<file path="src/rtl/hamming_dist_seq_if.sv">
// hamming_dist_seq_if: job control, beat data, threshold and result bundle for hamming_dist_seq.
interface hamming_dist_seq_if #(
   parameter int N = 1600,
   parameter int W = 8
);
   localparam int OW = $clog2(N + 1);
   logic          start;
   logic          in_valid;
   logic [W-1:0]  g_input;
   logic [W-1:0]  e_input;
   logic [OW-1:0] threshold;
   logic [OW-1:0] o;
   logic          busy;
   logic          done;
   logic          ge;
   modport master (
      output start, in_valid, g_input, e_input, threshold,
      input  o, busy, done, ge
   );
   modport slave (
      input  start, in_valid, g_input, e_input, threshold,
      output o, busy, done, ge
   );
endinterface

</file>
<file path="src/rtl/hamming_dist_seq.sv">
// hamming_dist_seq: sequential Hamming-distance accumulator, W bits per beat over N/W beats,
// with a registered threshold comparison of the final distance.
module hamming_dist_seq #(
   parameter int N = 1600,
   parameter int W = 8,
   localparam int CC = N / W,
   localparam int OW = $clog2(N + 1),
   localparam int CW = (CC > 1) ? $clog2(CC) : 1,
   localparam int PW = $clog2(W + 1)
) (
   input logic clk,
   input logic rst,
   hamming_dist_seq_if.slave bus
);
   // busy and done are the state bits themselves, so both outputs come straight from flops
   typedef enum logic [1:0] {IDLE = 2'b00, RUN = 2'b01, DONE = 2'b10} state_t;
   state_t        state, state_d;
   logic [OW-1:0] o, o_d, sum;
   logic [CW-1:0] cnt, cnt_d;
   logic          ge, ge_d;
   logic [PW-1:0] pop;
   logic          last, beat;
   always_comb begin
      pop = '0;
      for (int i = 0; i < W; i++) pop = pop + PW'(bus.g_input[i] ^ bus.e_input[i]);
   end
   assign sum  = o + OW'(pop);
   assign last = cnt == CW'(CC - 1);
   assign beat = state == RUN && bus.in_valid && !bus.start;
   always_comb begin
      state_d = state;
      o_d     = o;
      cnt_d   = cnt;
      ge_d    = ge;
      if (bus.start) begin
         state_d = RUN;
         o_d     = '0;
         cnt_d   = '0;
         ge_d    = 1'b0;
      end else if (beat) begin
         o_d     = sum;
         cnt_d   = last ? cnt : cnt + CW'(1);
         state_d = last ? DONE : RUN;
         ge_d    = last ? (sum >= bus.threshold) : ge;
      end
   end
   always_ff @(posedge clk or posedge rst) begin
      if (rst) begin
         state <= IDLE;
         o     <= '0;
         cnt   <= '0;
         ge    <= 1'b0;
      end else begin
         state <= state_d;
         o     <= o_d;
         cnt   <= cnt_d;
         ge    <= ge_d;
      end
   end
   assign bus.o    = o;
   assign bus.busy = state[0];
   assign bus.done = state[1];
   assign bus.ge   = ge;
endmodule
</file>
<file path="src/flat_wrapper.sv">
// flat-port wrapper written by rule: the top's interface ports become plain ports
module hamming_dist_seq_flat 
#(
   parameter int N = 1600,
   parameter int W = 8,
   localparam int CC = N / W,
   localparam int OW = $clog2(N + 1),
   localparam int CW = (CC > 1) ? $clog2(CC) : 1,
   localparam int PW = $clog2(W + 1)
)
  (clk, rst, bus_start, bus_in_valid, bus_g_input, bus_e_input, bus_threshold, bus_o, bus_busy, bus_done, bus_ge);
  hamming_dist_seq_if #(.N(N), .W(W)) bus_i ();
  input logic clk;
  input logic rst;
  input wire logic [$bits(bus_i.start)-1:0] bus_start;
  input wire logic [$bits(bus_i.in_valid)-1:0] bus_in_valid;
  input wire logic [$bits(bus_i.g_input)-1:0] bus_g_input;
  input wire logic [$bits(bus_i.e_input)-1:0] bus_e_input;
  input wire logic [$bits(bus_i.threshold)-1:0] bus_threshold;
  output wire logic [$bits(bus_i.o)-1:0] bus_o;
  output wire logic [$bits(bus_i.busy)-1:0] bus_busy;
  output wire logic [$bits(bus_i.done)-1:0] bus_done;
  output wire logic [$bits(bus_i.ge)-1:0] bus_ge;
  assign bus_i.start = bus_start;
  assign bus_i.in_valid = bus_in_valid;
  assign bus_i.g_input = bus_g_input;
  assign bus_i.e_input = bus_e_input;
  assign bus_i.threshold = bus_threshold;
  assign bus_o = bus_i.o;
  assign bus_busy = bus_i.busy;
  assign bus_done = bus_i.done;
  assign bus_ge = bus_i.ge;
  hamming_dist_seq #(.N(N), .W(W)) u_core (.clk(clk), .rst(rst), .bus(bus_i));
endmodule
</file>
<file path="config.mk">
export PLATFORM = sky130hd
export DESIGN_NAME = hamming_dist_seq_flat
export DESIGN_NICKNAME = d
export VERILOG_FILES = /design/src/rtl/hamming_dist_seq_if.sv /design/src/rtl/hamming_dist_seq.sv /design/src/flat_wrapper.sv
export SDC_FILE = /design/constraint.sdc
export NUM_CORES = 1
export LEC_CHECK = 0
export ABC_CLOCK_PERIOD_IN_PS = 3530
export CAP_MARGIN = 20
export CORE_UTILIZATION = 40
export CTS_CLUSTER_SIZE = 30
export DETAILED_ROUTE_END_ITERATION = 16
export GPL_TIMING_DRIVEN = 0
export PLACE_DENSITY_LB_ADDON = 0.1
export REMOVE_ABC_BUFFERS = 1
export SYNTH_ARGS = -nofsm -noshare
export SYNTH_HDL_FRONTEND = slang
export SYNTH_SLANG_ARGS = --single-unit
</file>
<file path="constraint.sdc">
create_clock -name clk -period 3.53 [get_ports clk]
set_input_delay 0.706 -clock clk [delete_from_list [all_inputs] [get_ports clk]]
set_output_delay 0.706 -clock clk [all_outputs]
set_load 0.01 [all_outputs]
</file>
==> impl_metrics.json <==
{
  "drt-initial-drc-count": 28,
  "wl_microns": 3753,
  "netlist_area_sq_mm": 0.001762,
  "grt-ovfl-total": 0,
  "rows": 23,
  "avgSynthCellArea_sq_um": 8.988,
  "final.fill_count": 363,
  "start_util": 0.4281,
  "power_density_mw_per_mm2": 482.3,
  "areaGrowthSynthToFinish_pct": 43.11,
  "hold_viol_final": 0,
  "slowest_delay_ns": 0.54,
  "h-tree-depth": 1,
  "cts_tree": "built",
  "place_congestion": 0.8179,
  "crit_fanout": 4,
  "clk_latency_ns": 0.26,
  "final_nets": 304,
  "leakagePower_nw": 1.137,
  "cp-start-kind": "primary input",
  "p_int_w": 0.0007441,
  "critPathArrivalTime_ns": 5.19,
  "cap_viol_max_count": 0,
  "die_w_microns": 68.37,
  "path_class": "in2reg",
  "drive_above_1_share": 0.1943,
  "synth_edf_count": 0,
  "ir_worst_vdd_v": 0.0002036,
  "path_cells": "buf_8, xnor2_4, fa_1, inv_1, fa_1, inv_1, fa_1, inv_1, ha_2, fa_2, inv_2, fa_2, nor2b_2, o21ai_2, and2_4, nor3_4, xor2_1, ha_1, a2111oi_4, a211oi_2",
  "cts_root_buffer": "clkbuf_8",
  "hold_class": "reg2reg",
  "end_kind": "flip-flop",
  "clock_sinks": 22,
  "setup_ws_ns": -1.546,
  "ys_seq_elements": 22,
  "ant_nets": 0,
  "grt_max_degree": 23,
  "viasPerCell": 5.030,
  "wl_per_cell_microns": 12.64,
  "antenna_found_initial": 0,
  "clockPowerShare": 0.127,
  "run_status": "finished, violations left",
  "worstMarginPinSlew_ns": 0.8188,
  "first_pass_iters": 4,
  "synthCells": 196,
  "core-area_sq_mm": 0.004115,
  "rsz0062_at_grt": "yes",
  "final_cell_mix": "clkdlybuf4s50_1 (38), inv_1 (22), dfrtp_1 (22), ha_1 (17), nand2_1 (16)",
  "fin_util": 0.6126,
  "grt_pass1_wl_microns": 6058,
  "setup_viol": 11,
  "ys_seq_area_frac": 0.3125,
  "ys_async_sr_fraction": 1.000,
  "comb_power_share": 0.628,
  "final.min_clock_period_ns": 5.076,
  "port_buffers": 44,
  "violations": "setup timing",
  "ioPinCount": 45,
  "final_common_cell": "clkdlybuf4s50_1",
  "ys_types": 34,
  "grt_pass1_vias": 1416,
  "clkSlewWorstSetupHoldPaths_ns": 0.08,
  "place_hpwl_microns": 2745,
  "drc": 0,
  "die_h_microns": 68.37,
  "postCtsHoldBufs": 0,
  "grtUsageTotal": 0.1728,
  "switchingPower_w": 0.0004719,
  "timing.setup.tns_ns": -9.386,
  "via_count": 1494,
  "whs_path_depth": 1,
  "slew_headroom": 0.4535,
  "r2r_cells": 11,
  "fin_crit_sh": 1.438,
  "swShare": 0.3881,
  "finalMaxSlewViolations": 0,
  "yosysWarningCount": 0,
  "fp.dieArea_sq_mm": 0.004674,
  "cts.path.max_buffers": 2,
  "diodes": 0,
  "fmax_ghz": 0.1970,
  "finClkSkew_ns": 0.005111,
  "synth_ff_type": "dfrtp_1",
  "cp_slowest_cell": "fa_2",
  "cp_data_required_time_ns": 3.64,
  "sequentialPowerShare": 0.245,
  "cts-buffers-inserted": 3
}
[layer usage]
layer	part of all wire	vias up	wire (microns)	track usage
met5	0	-	0	0
li1	-	766	-	-
met1	0.49	697	1855	0.2378
met2	0.47	26	1767	0.2794
met3	0.024	5	89	0.02000
met4	0.011	0	41	0.05729
[sequential cells by signal, indices dropped and copies added (netlist names)]
| register | cells |
|---|---|
| u_core.bus.ge | 1 |
| u_core.state | 2 |
| u_core.cnt | 8 |
| u_core.bus.o | 11 |
[path summary, 6_finish.rpt]
kind | start | endpoint | slack (ns)
worst max-delay path | bus_e_input[6] | u_core.bus.ge | -1.55
worst min-delay path | u_core.state[0] | u_core.state[0] | 0.54
worst max register to register | u_core.bus.o[0] | u_core.bus.ge | 0.84
worst min register to register | u_core.state[0] | u_core.state[0] | 0.54
max in group asynchronous | rst | u_core.cnt[3] | 2.12
min in group asynchronous | rst | u_core.bus.o[9] | 0.91
[power by group through the flow]
stage | sequential (W) | combinational (W) | clock (W)
2_1_floorplan | 0.000305 | 0.000405 | 0
3_3_place_gp | 0.000300 | 0.000581 | 0
3_5_place_dp | 0.000301 | 0.000591 | 0
4_1_cts | 0.000296 | 0.000679 | 0.000159
5_1_grt | 0.000302 | 0.000843 | 0.000165
6_report | 0.000298 | 0.000763 | 0.000155
[worst max-delay path, delay by kind of cell]
kind	cells	cell delay (ns)
buffers and inverters	5	0.28
AO/OA/AOI/OAI	3	0.57
adder cells (fa/ha/maj)	7	2.87
AND/OR/NAND/NOR	3	0.46
XOR/XNOR	2	0.31
[Yosys cell counts, types with 2 or more instances]
cell type,number,area (sq um)
fa_1,5,100.1
a2111oi_2,2,30.03
and3_1,2,12.51
o21ai_1,2,10.01
dfrtp_1,22,550.5
inv_1,23,86.33
nor2_1,17,63.81
and2_1,2,12.51
a21o_1,2,15.01
nand3_1,5,25.02
o21ai_0,3,15.01
nand2_1,17,63.81
a21oi_1,15,75.07
nand4_1,5,31.28
ha_1,19,237.7
xor2_1,15,131.4
a211oi_1,4,30.03
nor3_1,2,10.01
xnor2_1,15,131.4
nor2b_1,2,12.51
clkbuf_1,4,15.01
[cells by family (layout without fill, tap and decap cells)]
group	after synthesis	count (layout)	share of synthesized area
adder cells (fa/ha/maj)	24	24	0.1918
buffers and inverters	28	79	0.06036
AND/OR/NAND/NOR	59	59	0.1605
AO/OA/AOI/OAI	32	32	0.1200
multiplexers	1	1	0.005682
flip-flops	22	22	0.3125
XOR/XNOR	30	30	0.1492
[per-stage QoR]
step / hold slack, ns / setup slack [ns] / instance area [sq um] / cells / power [W]
after CTS: 0.5400 / -1.678 / 2396 / 292 / 0.001134
after global placement: 0.5179 / -2.733 / 2245 / 285 / 0.0008810
after global routing: 0.5690 / -1.718 / 2521 / 297 / 0.001310
after detailed placement: 0.5176 / -2.746 / 2245 / 285 / 0.0008922
after floorplan: 0.5047 / -1.951 / 1742 / 191 / 0.0007097
final: 0.5361 / -1.546 / 2521 / 297 / 0.001216
[repair_timing]
item                                    CTS  global route
pin swaps                                26            21
setup buffers                             4             5
gates cloned                              0             0
resized for setup                        52            14
endpoints found under the setup margin   12            11
[area by class of cell]
class / count / area [sq um] / share of cell area
timing repair buffer: 53 / 501.7 / 0.1990
multi-input combinational: 146 / 1279 / 0.5072
tap: 50 / 62.56 / 0.02481
inverter: 23 / 86.33 / 0.03424
sequential: 22 / 550.5 / 0.2184
clock buffer: 3 / 41.29 / 0.01638
Power figures use the tool's default switching activity.
